--- src/rtl/regfile_bank_loader_pkg.sv ---
// Shared register-file package: default port/address widths and the
// loader FSM state encoding.
package regfile_bank_loader_pkg;

    localparam int DEFAULT_PORT_WIDTH = 16;
    localparam int DEFAULT_ADDR_WIDTH = 3;

    typedef enum logic [1:0] {
        ST_EVEN = 2'b00,
        ST_ODD  = 2'b01,
        ST_WAIT = 2'b10
    } loader_state_t;

endpackage

--- src/rtl/regfile_bank_loader_if.sv ---
// Upstream word stream into the bank loader (valid/ready with tile-end marker).
interface regfile_bank_loader_if
    import regfile_bank_loader_pkg::*;
#(
    parameter int PORT_WIDTH = DEFAULT_PORT_WIDTH
) ();

    logic [PORT_WIDTH-1:0] inData;
    logic                  inValid;
    logic                  inLast;
    logic                  inReady;

    modport master (output inData, output inValid, output inLast, input inReady);
    modport slave  (input inData, input inValid, input inLast, output inReady);

endinterface

--- src/rtl/regfile_bank_loader.sv ---
// Packs an upstream word stream into 2-word register-file writes, filling two
// banks alternately and handing each closed tile to the consumer.
module regfile_bank_loader
    import regfile_bank_loader_pkg::*;
#(
    parameter int PORT_WIDTH = DEFAULT_PORT_WIDTH,
    parameter int ADDR_WIDTH = DEFAULT_ADDR_WIDTH
) (
    input  logic                  clock,
    input  logic                  reset,
    regfile_bank_loader_if.slave  up,
    output logic                  writeBank,
    output logic                  writeEnable,
    output logic [ADDR_WIDTH-2:0] writeAddrTransferBlock,
    output logic [PORT_WIDTH-1:0] writeData0,
    output logic [PORT_WIDTH-1:0] writeData1,
    output logic [1:0]            bankValid,
    output logic [ADDR_WIDTH:0]   bankWords0,
    output logic [ADDR_WIDTH:0]   bankWords1,
    input  logic                  releaseValid,
    input  logic                  releaseBank
);

    localparam int BW = ADDR_WIDTH - 1;
    localparam int CW = ADDR_WIDTH + 1;
    localparam logic [BW-1:0] LAST_BLOCK = {BW{1'b1}};

    loader_state_t         r_state;
    loader_state_t         w_state_next;
    logic                  r_fill_bank;
    logic [BW-1:0]         r_block;
    logic [CW-1:0]         r_count;
    logic [PORT_WIDTH-1:0] r_held;
    logic                  r_close_pend;
    logic [CW-1:0]         r_close_words;
    logic [1:0]            r_bank_valid;
    logic [CW-1:0]         r_bank_words0;
    logic [CW-1:0]         r_bank_words1;
    logic                  r_we;
    logic                  r_wbank;
    logic [BW-1:0]         r_wblock;
    logic [PORT_WIDTH-1:0] r_wd0;
    logic [PORT_WIDTH-1:0] r_wd1;

    logic                  w_fill_busy;
    logic                  w_ready;
    logic                  w_accept;
    logic                  w_in_odd;
    logic                  w_write;
    logic                  w_close;
    logic [PORT_WIDTH-1:0] w_wd0;
    logic [PORT_WIDTH-1:0] w_wd1;
    logic [CW-1:0]         w_count_next;
    logic [1:0]            w_rel_mask;
    logic [1:0]            w_set_mask;
    logic [1:0]            w_bank_valid_next;

    // The fill bank is blocked while its tile is still owned by the consumer
    // and for the one bubble cycle in which a closing write is in flight.
    assign w_fill_busy  = r_bank_valid[r_fill_bank];
    assign w_ready      = !reset && (r_state != ST_WAIT) && !w_fill_busy && !r_close_pend;
    assign w_accept     = up.inValid && w_ready;
    assign w_in_odd     = (r_state == ST_ODD);
    assign w_wd0        = w_in_odd ? r_held : up.inData;
    assign w_wd1        = w_in_odd ? up.inData : {PORT_WIDTH{1'b0}};
    assign w_count_next = r_count + (w_in_odd ? CW'(2) : CW'(1));

    assign w_rel_mask        = releaseValid ? (2'b01 << releaseBank) : 2'b00;
    assign w_set_mask        = r_close_pend ? (2'b01 << r_fill_bank) : 2'b00;
    assign w_bank_valid_next = (r_bank_valid & ~w_rel_mask) | w_set_mask;

    always_ff @(posedge clock) begin
        if (reset) begin
            r_state <= ST_EVEN;
        end else begin
            r_state <= w_state_next;
        end
    end

    always_comb begin
        w_state_next = r_state;
        w_write      = 1'b0;
        w_close      = 1'b0;
        case (r_state)
            ST_EVEN: begin
                if (w_accept) begin
                    if (up.inLast) begin
                        w_write = 1'b1;
                        w_close = 1'b1;
                    end else begin
                        w_state_next = ST_ODD;
                    end
                end else if (w_fill_busy && !r_close_pend) begin
                    w_state_next = ST_WAIT;
                end else begin
                    w_state_next = ST_EVEN;
                end
            end
            ST_ODD: begin
                if (w_accept) begin
                    w_write      = 1'b1;
                    w_close      = up.inLast || (r_block == LAST_BLOCK);
                    w_state_next = ST_EVEN;
                end else begin
                    w_state_next = ST_ODD;
                end
            end
            ST_WAIT: begin
                if (!w_fill_busy) begin
                    w_state_next = ST_EVEN;
                end else begin
                    w_state_next = ST_WAIT;
                end
            end
            default: begin
                w_state_next = ST_EVEN;
            end
        endcase
    end

    // Fill-side bookkeeping; a close retires the tile on the edge that ends the strobe.
    always_ff @(posedge clock) begin
        if (reset) begin
            r_fill_bank   <= 1'b0;
            r_block       <= {BW{1'b0}};
            r_count       <= {CW{1'b0}};
            r_held        <= {PORT_WIDTH{1'b0}};
            r_close_pend  <= 1'b0;
            r_close_words <= {CW{1'b0}};
            r_bank_valid  <= 2'b00;
            r_bank_words0 <= {CW{1'b0}};
            r_bank_words1 <= {CW{1'b0}};
        end else begin
            r_close_pend <= w_close;
            r_bank_valid <= w_bank_valid_next;
            if (w_accept && !w_in_odd && !up.inLast) begin
                r_held <= up.inData;
            end
            if (w_write) begin
                r_block       <= r_block + 1'b1;
                r_count       <= w_count_next;
                r_close_words <= w_count_next;
            end
            if (r_close_pend) begin
                r_fill_bank <= ~r_fill_bank;
                r_block     <= {BW{1'b0}};
                r_count     <= {CW{1'b0}};
                if (r_fill_bank) begin
                    r_bank_words1 <= r_close_words;
                end else begin
                    r_bank_words0 <= r_close_words;
                end
            end
        end
    end

    always_ff @(posedge clock) begin
        if (reset) begin
            r_we     <= 1'b0;
            r_wbank  <= 1'b0;
            r_wblock <= {BW{1'b0}};
            r_wd0    <= {PORT_WIDTH{1'b0}};
            r_wd1    <= {PORT_WIDTH{1'b0}};
        end else begin
            r_we <= w_write;
            if (w_write) begin
                r_wbank  <= r_fill_bank;
                r_wblock <= r_block;
                r_wd0    <= w_wd0;
                r_wd1    <= w_wd1;
            end
        end
    end

    assign up.inReady             = w_ready;
    assign writeEnable            = r_we;
    assign writeBank              = r_wbank;
    assign writeAddrTransferBlock = r_wblock;
    assign writeData0             = r_wd0;
    assign writeData1             = r_wd1;
    assign bankValid              = r_bank_valid;
    assign bankWords0             = r_bank_words0;
    assign bankWords1             = r_bank_words1;

endmodule

--- src/flat_wrapper.sv ---
// flat-port wrapper written by rule: the top's interface ports become plain ports
module regfile_bank_loader_flat import regfile_bank_loader_pkg::*;
#(
    parameter int PORT_WIDTH = DEFAULT_PORT_WIDTH,
    parameter int ADDR_WIDTH = DEFAULT_ADDR_WIDTH
)
  (clock, reset, writeBank, writeEnable, writeAddrTransferBlock, writeData0, writeData1, bankValid, bankWords0, bankWords1, releaseValid, releaseBank, up_inData, up_inValid, up_inLast, up_inReady);
  regfile_bank_loader_if #(.PORT_WIDTH(PORT_WIDTH)) up_i ();
  input  logic clock;
  input  logic reset;
  output logic writeBank;
  output logic writeEnable;
  output logic [ADDR_WIDTH-2:0] writeAddrTransferBlock;
  output logic [PORT_WIDTH-1:0] writeData0;
  output logic [PORT_WIDTH-1:0] writeData1;
  output logic [1:0] bankValid;
  output logic [ADDR_WIDTH:0] bankWords0;
  output logic [ADDR_WIDTH:0] bankWords1;
  input  logic releaseValid;
  input  logic releaseBank;
  input wire logic [$bits(up_i.inData)-1:0] up_inData;
  input wire logic [$bits(up_i.inValid)-1:0] up_inValid;
  input wire logic [$bits(up_i.inLast)-1:0] up_inLast;
  output wire logic [$bits(up_i.inReady)-1:0] up_inReady;
  assign up_i.inData = up_inData;
  assign up_i.inValid = up_inValid;
  assign up_i.inLast = up_inLast;
  assign up_inReady = up_i.inReady;
  regfile_bank_loader #(.PORT_WIDTH(PORT_WIDTH), .ADDR_WIDTH(ADDR_WIDTH)) u_core (.clock(clock), .reset(reset), .up(up_i), .writeBank(writeBank), .writeEnable(writeEnable), .writeAddrTransferBlock(writeAddrTransferBlock), .writeData0(writeData0), .writeData1(writeData1), .bankValid(bankValid), .bankWords0(bankWords0), .bankWords1(bankWords1), .releaseValid(releaseValid), .releaseBank(releaseBank));
endmodule
--- config.mk ---
export PLATFORM = sky130hd
export DESIGN_NAME = regfile_bank_loader_flat
export DESIGN_NICKNAME = d
export VERILOG_FILES = /design/src/rtl/regfile_bank_loader_pkg.sv /design/src/rtl/regfile_bank_loader_if.sv /design/src/rtl/regfile_bank_loader.sv /design/src/flat_wrapper.sv
export SDC_FILE = /design/constraint.sdc
export NUM_CORES = 1
export LEC_CHECK = 0
export BUFFER_PORTS_ARGS = -buffer_cell sky130_fd_sc_hd__buf_2
export CAP_MARGIN = 20
export CORE_MARGIN = 2
export CORE_UTILIZATION = 53
export CTS_CLUSTER_DIAMETER = 120
export DETAILED_ROUTE_END_ITERATION = 10
export GPL_TIMING_DRIVEN = 0
export PLACE_DENSITY = 0.79
export SLEW_MARGIN = 15
export SYNTH_ARGS = -nofsm -noshare
export SYNTH_HDL_FRONTEND = slang
export SYNTH_SLANG_ARGS = --single-unit
export TNS_END_PERCENT = 10
--- constraint.sdc ---
create_clock -name clock -period 2.9 [get_ports clock]
set_input_delay 0.58 -clock clock [delete_from_list [all_inputs] [get_ports clock]]
set_output_delay 0.58 -clock clock [all_outputs]
set_load 0.01 [all_outputs]
After elaboration in Yosys (flattened, before gate mapping)
Index checks and enable logic that the tools add are counted.
{"block": "op_classes", "div": 0, "n_shift": 2, "reduce_logical": 17, "n_addsub": 2, "muxes": 19, "bitwise_logic": 4, "n_lt_le_gt_ge": 1, "mul": 0, "eq_ne": 5}
{"op": "$mux W16", "count": 2}
{"op": "$mux W2", "count": 7}
{"op": "$logic_and A1 B1 Y1", "count": 7}
{"op": "$mux W1", "count": 7}
{"op": "$pmux W2 S3", "count": 1}
{"op": "$logic_not A1 Y1", "count": 5}
{"op": "$add A4 B4 Y4", "count": 1}
{"op": "$eq A2 B2 Y1 const B", "count": 2}
{"op": "$pmux W1 S2", "count": 2}
{"op": "$reduce_and A2 Y1", "count": 2}
{"op": "$shl A1 B1 Y2 const A", "count": 2}
{"op": "$ne A3 B3 Y1 const B", "count": 1}
{"op": "$add A2 B1 Y2 const B", "count": 1}
{"op": "$and A2 B2 Y2", "count": 1}
{"op": "$eq A2 B1 Y1 const B", "count": 1}
{"op": "$logic_not A2 Y1", "count": 1}
{"op": "$lt A1 B2 Y1 const B", "count": 1}
{"op": "$ne A2 B2 Y1 const B", "count": 1}
{"op": "$not A2 Y2", "count": 1}
{"op": "$or A2 B2 Y2", "count": 1}
{"op": "$reduce_or A2 Y1", "count": 1}
{"op": "$logic_or A1 B1 Y1", "count": 1}
{"op": "$not A1 Y1", "count": 1}
{"block": "word_totals", "rom_bits": 0, "mem_count": 0, "mem_bits_rw": 0, "latchBits": 0, "in_bits": 22, "regBits": 76, "out_inout_bits": 47}

Logic depth before layout (Yosys ltp)
Gate-level depths: netlist of the first run.
{"block": "depth", "ltp_word": 8, "depth_mapped": 10, "depth_no_buf": 8}

Worst setup path after synthesis of the first run
Ideal clock, no wire load.
{"block": "synth_path", "path_type": "reg2reg", "startpoint": "register u_core.r_state[0]", "endpoint": "register u_core.r_close_words[3]", "synth_period_minus_slack_ns": 2.056, "slack_ns": 0.844, "stages_incl_launch_ff": 11, "arrival_time_ns": 1.970, "setup_ns": 0.086, "required_ns": 2.814, "path_cell_list": "dfxtp_1 -> buf_2 -> nand2_1 -> inv_2 -> buf_1 -> buf_2 -> ha_1 -> a21o_1 -> nand2_1 -> xor2_1 -> a211oi_1"}
{"block": "synth_via", "elab_chain_len": 7, "word_cells_on_any_way": 12}
{"item": "start: declaration", "line_no": "regfile_bank_loader.sv:28", "text": "loader_state_t r_state;"}
{"item": "start signal: assignment", "line_no": "regfile_bank_loader.sv:76", "text": "r_state <= w_state_next;"}
{"item": "parallel branches: the longest is 7 deep, another holds $add A4 B4 Y4"}
{"item": "end signal: assignment", "line_no": "regfile_bank_loader.sv:129", "text": "r_close_words <= {CW{1'b0}};"}
{"item": "end signal: assignment", "line_no": "regfile_bank_loader.sv:142", "text": "r_close_words <= w_count_next;"}
{"item": "end: declaration", "line_no": "regfile_bank_loader.sv:35", "text": "logic [CW-1:0] r_close_words;"}
Several ways; the timed one is not identified.
A chain may end at the register's enable or synchronous reset.

Worst setup path in the final report of the first run
Ends and elaborated chain as after synthesis.

==> impl_metrics.ini, run 1 <==
[power]
powerDensity_nw_per_um2 = 591.8
totalPowerFinal_mw = 2.175
ir_drop_uv = 338.3
p_leak_nw = 1.658
switching_power_uw = 528.3
power_frac_comb = 0.097
clkPwrFrac = 0.397
p_sw_frac = 0.2429
intPower_mw = 1.647
p_seq_frac = 0.505

[critical_path]
crit_path_end = u_core.r_close_words[3]$_SDFFE_PP0P_
crit_start = u_core.r_state[0]$_SDFFE_PP0P_
rr_startpoint = u_core.r_state[0]$_SDFFE_PP0P_
critPathRequiredTime_ns = 3.16
reg2reg_depth = 10
path_max_fanout = 11
crit_type = reg2reg
start_kind = flop
r2r_setup_slack_ns = 0.32
critPathArrivalTime_ns = 2.84
r2r_end = u_core.r_close_words[3]$_SDFFE_PP0P_
end_kind = flop

[clock_network]
clockBufferDepth = 2
cts.sinks = 76
worstSkewPairLatency_ns = 0.35
cts_buffers = 9
cts_resized = 0
h-tree-depth = 3
tritoncts = yes
clkTransAtPathRegs_ns = 0.08
hold_buffers = 0
post_cts_buffers = 0
clock-root-buffer = clkbuf_8

[layout]
drive_above_1_share = 0.2574
nNetsFinal = 425
fin_area_um2 = 3675
syn_to_final_growth_pct = 21.11
diodes = 0
final_cells = 476

[die]
die_w_um = 79.66
start_util = 0.5510
dieArea_um2 = 6346
coreArea_um2 = 5507
rows = 27
pin_count = 69
die_height_um = 79.66

[place]
dp_hpwl_um = 4861
place_ws_ns = 0.3469
gp_routability_congestion = 0.8069
post_dp_cell_area_um2 = 3460
io_buffer_count = 67
dp_cells = 460

[timing]
worst_pin_slew_ns = 0.6145
skew_ns = 0.01093
period_minus_slack_ns = 2.583
finalSetupViolations = 0
fmax_mhz = 387.1
period_share = 0.8907
final_hold_viol_count = 0
setup_slack_ns = 0.3169
maxSlewViolCount = 0
grt_setup_unrepaired = false
slew_headroom = 0.5903
tns_ns = 0

[routing]
ant_nets = 0
wl_per_cell_um = 14.37
drt_drc_violations_left = 0
vias = 2502
first_pass_iters = 4
drt-vias-per-instance = 5.256
routed_wl_um = 6842
drt_iter0_markers = 144

[yosys]
synthDistinctLibCells = 35
synth_area_um2 = 3034
ys_ff_latch = 76
synthArstFlopShare = 0
ys_seq_area_frac = 0.5014
synth_nets = 347
synthCells = 321
ys.flop_type = dfxtp_1
avgSynthCellArea_um2 = 9.452
yosys_warnings = 0
synth_edf_count = 0

[global_routing]
grt_use_met3 = 0.04299
use_met1 = 0.2899
track_usage = 0.2313
grt_pass1_vias = 2382
overflow = 0
grt_max_degree = 14
grt.busiest_layer = met2
grtUsageMet2 = 0.3798
antenna_found_initial = 0
grt_pass1_wl_um = 11140

[run_status]
status = completed

[run]
drv_cap = 0

[min_path]
hp-class = reg2reg
-- worst max-delay path, cell delays in order, from the launching register on --
cell and delay, ns:
dfxtp_1 0.31, buf_2 0.16, nand2_1 0.11, inv_2 0.14, buf_1 0.50, buf_2 0.39, ha_1 0.29, a21o_1 0.18
nand2_1 0.11, xor2_1 0.08, a211oi_1 0.24
-- kinds of logic after synthesis --
logic type / after synthesis / synth area share
mux: 39 / 0.1299
buf+inv: 30 / 0.05196
flops: 76 / 0.5014
compound gates: 39 / 0.08536
fa+ha+maj: 4 / 0.01897
xor+xnor: 3 / 0.008661
simple gates: 130 / 0.2037
-- layout by cell type, fill, tap and decap left out, types with 2 or more instances in the layout --
master,n
a211oi_1,18
nor2_1,41
xor2_1,2
nand3b_1,15
mux2i_1,38
o21ai_1,2
buf_6,2
a21oi_1,13
buf_1,2
clkbuf_8,9
inv_2,2
inv_1,2
dfxtp_1,76
clkinv_2,3
ha_1,3
bufinv_16,2
buf_2,78
nand3_1,25
clkbuf_1,10
nand2_1,41
-- through the flow --
stage                 util  hold slack [ns]
detailed placement  0.6283           0.4456
floorplan                -           0.4383
global route        0.6673           0.4806
finish              0.6673           0.4554
global placement    0.6283           0.4404
CTS                 0.6673           0.4566
-- power groups by stage --
stage	sequential [mW]	clock, mW	combinational (mW)
detailed placement	1.12	0	0.211
CTS	1.10	0.880	0.213
global placement	1.12	0	0.206
finish	1.10	0.864	0.212
global route	1.10	0.918	0.234
floorplan	1.13	0	0.129
-- worst min-delay path by stage --
stage                                            from  slack, ns  cells past startpoint                                end
floorplan              u_core.r_count[0]$_SDFFE_PP0P_       0.44                      2     u_core.r_count[0]$_SDFFE_PP0P_
global placement    u_core.bankWords1[2]$_SDFFE_PP0P_       0.44                      2  u_core.bankWords1[2]$_SDFFE_PP0P_
detailed placement  u_core.bankWords1[2]$_SDFFE_PP0P_       0.45                      2  u_core.bankWords1[2]$_SDFFE_PP0P_
CTS                 u_core.bankWords1[2]$_SDFFE_PP0P_       0.46                      2  u_core.bankWords1[2]$_SDFFE_PP0P_
global route        u_core.bankWords1[2]$_SDFFE_PP0P_       0.48                      2  u_core.bankWords1[2]$_SDFFE_PP0P_
finish              u_core.bankWords1[2]$_SDFFE_PP0P_       0.46                      2  u_core.bankWords1[2]$_SDFFE_PP0P_
-- synthesized netlist by cell type (2+ instances only) --
master / instances / area (um^2)
nand2_1: 41 / 153.9
o21ai_1: 2 / 10.01
ha_1: 3 / 37.54
a21oi_1: 13 / 65.06
buf_2: 11 / 55.05
a211oi_1: 18 / 135.1
nand3b_1: 15 / 112.6
buf_6: 2 / 22.52
dfxtp_1: 76 / 1521
inv_2: 2 / 7.510
buf_1: 2 / 7.510
inv_1: 2 / 7.510
nand3_1: 25 / 125.1
mux2i_1: 38 / 380.4
xor2_1: 2 / 17.52
nor2_1: 41 / 153.9
clkbuf_1: 10 / 37.54
-- cell type report --
type	count	area, um^2
timing repair buffer	67	335.3
fill	462	1832
multi-input combinational	215	1355
tap	72	90.09
clock inverter	7	91.34
inverter	4	15.01
buffer	26	142.6
sequential	76	1521
clock buffer	9	123.9
-- state kept, by name, indices dropped and copies added, names as in the netlist --
name / count
u_core.writeAddrTransferBlock: 2
u_core.r_state: 2
u_core.bankWords1: 4
u_core.bankValid: 2
u_core.bankWords0: 4
u_core.r_close_pend: 1
u_core.r_close_words: 4
u_core.r_held: 16
u_core.r_fill_bank: 1
u_core.r_block: 2
u_core.writeEnable: 1
u_core.writeData1: 16
u_core.writeBank: 1
u_core.writeData0: 16
u_core.r_count: 4
-- routing by layer --
| metal | vias up | routed length [um] |
|---|---|---|
| li1 | 1256 | - |
| met1 | 1170 | 3143 |
| met3 | 9 | 326 |
| met5 | - | 0 |
| met2 | 67 | 3262 |
| met4 | 0 | 108 |
(Power assumes the default switching activity.)
==> run 2, diff against run 1 <==
PLACE_DENSITY = 0.76   (was 0.79)
==> run 2 against run 1 <==
Effect of this change:
- design area down 0.89%
- die area unchanged
- clock power down 11%
- power down 4.5%
==> impl_metrics.ini, run 2 (synthesis gave the netlist of run 1 again) <==
[layout]
drive_above_1_share = 0.2550
fill_cells = 498
final_cells = 476
fin_area_um2 = 3642
nNetsFinal = 425
seqCellArea_um2 = 1521
multi_input_area_um2 = 1355
finish.utilization = 0.6614
mostFrequentLayoutCells = buf_2 (78), dfxtp_1 (76), nand2_1 (41), nor2_1 (41), mux2i_1 (38)
final_common_cell = buf_2
syn_to_final_growth_pct = 20.04
diodes = 0

[critical_path]
start_kind = flop
crit_type = reg2reg
end_kind = flop
critPathArrivalTime_ns = 2.69
critPathRequiredTime_ns = 3.10
path_max_fanout = 11

[power]
intPower_mw = 1.556
switching_power_uw = 521.6
p_sw_frac = 0.2511
clkPwrFrac = 0.369
power_frac_comb = 0.102
ir_drop_uv = 318.3
p_seq_frac = 0.529
powerDensity_nw_per_um2 = 570.4
p_leak_nw = 1.649

[clock_network]
clock-root-buffer = clkbuf_8
tritoncts = yes
clkTransAtPathRegs_ns = 0.07
hold_buffers = 0
cts.sinks = 76
h-tree-depth = 3
cts_buffers = 9
clockBufferDepth = 2
cts_resized = 0
worstSkewPairLatency_ns = 0.34
post_cts_buffers = 0

[die]
start_util = 0.5510
coreArea_um2 = 5507
die_height_um = 79.66
dieArea_um2 = 6346
pin_count = 69
rows = 27
die_w_um = 79.66

[routing]
first_pass_iters = 5
drt-vias-per-instance = 5.244
drt_iter0_markers = 99
drt_drc_violations_left = 0
vias = 2496
ant_nets = 0
wl_per_cell_um = 14.69
routed_wl_um = 6991

[timing]
grt_setup_unrepaired = false
period_minus_slack_ns = 2.484
final_hold_viol_count = 0
skew_ns = 0.005012
slew_headroom = 0.6122
fmax_mhz = 402.6
tns_ns = 0
period_share = 0.8565
fin_hold_ws_ns = 0.4649
maxSlewViolCount = 0
finalSetupViolations = 0
worst_pin_slew_ns = 0.5816

[run_status]
status = completed

[place]
io_buffer_count = 67
gp_routability_congestion = 0.8476
post_dp_cell_area_um2 = 3460
dp_cells = 460
dp_hpwl_um = 4899

[global_routing]
overflow = 0
grt_pass1_wl_um = 11250
track_usage = 0.2323
grt_pass1_vias = 2445
grt_max_degree = 13
antenna_found_initial = 0

[run]
drv_cap = 0

[min_path]
hp-class = reg2reg
run 2: cell count changes in the layout (fill, tap and decap cells not counted):
| cell | previous run | this run |
|---|---|---|
| clkinvlp_4 | 1 | 0 |
| clkinv_4 | 1 | 0 |
| clkbuf_1 | 10 | 11 |
| bufinv_16 | 2 | 1 |
| clkinv_2 | 3 | 5 |
run 2: per-stage QoR:
stage | setup slack, ns | power [mW]
after global placement | 0.4350 | 1.328
after detailed placement | 0.3939 | 1.334
final | 0.4162 | 2.078
after floorplan | 0.8444 | 1.257
after global routing | 0.1668 | 2.165
after CTS | 0.3750 | 2.092
run 2: area by class of cell:
| type | instances | area share |
|---|---|---|
| Timing Repair Buffer | 67 | 0.09206 |
| Clock inverter | 6 | 0.01512 |
| Clock buffer | 10 | 0.03504 |
| Tap cell | 72 | 0.02473 |
| Inverter | 4 | 0.004122 |
| Buffer | 26 | 0.03916 |
| Multi-Input combinational cell | 215 | 0.3720 |
| Sequential cell | 76 | 0.4177 |
run 2: final timing paths:
check	from	to	slack [ns]	cells after the start
max reg2reg	u_core.r_state[0]$_SDFFE_PP0P_	u_core.r_close_words[3]$_SDFFE_PP0P_	0.42	10
max	u_core.r_state[0]$_SDFFE_PP0P_	u_core.r_close_words[3]$_SDFFE_PP0P_	0.42	10
min	u_core.writeAddrTransferBlock[0]$_SDFFE_PP0P_	u_core.writeAddrTransferBlock[0]$_SDFFE_PP0P_	0.46	2
min reg2reg	u_core.writeAddrTransferBlock[0]$_SDFFE_PP0P_	u_core.writeAddrTransferBlock[0]$_SDFFE_PP0P_	0.46	2
run 2: worst max-delay path, stage by stage, from the launching register on:
cell	delay, ns
dfxtp_1	0.32
buf_2	0.17
nand2_1	0.11
inv_2	0.15
buf_1	0.44
buf_2	0.36
ha_1	0.28
a21o_1	0.17
nand2_1	0.11
xor2_1	0.16
a211oi_1	0.08
run 2: power groups by stage:
stage | sequential, mW | combinational (mW) | clock (mW)
detailed placement | 1.12 | 0.212 | 0
global route | 1.10 | 0.235 | 0.828
finish | 1.10 | 0.212 | 0.767
CTS | 1.10 | 0.213 | 0.781
global placement | 1.12 | 0.207 | 0
floorplan | 1.13 | 0.129 | 0
run 2: per-layer routing:
| metal | wire, um | share of wire | track usage | vias up |
|---|---|---|---|---|
| met1 | 3219 | 0.46 | 0.2892 | 1180 |
| li1 | - | - | - | 1253 |
| met2 | 3380 | 0.48 | 0.3731 | 58 |
| met5 | 0 | 0 | 0 | - |
| met3 | 332 | 0.047 | 0.05656 | 5 |
| met4 | 58 | 0.0083 | 0.1190 | 0 |
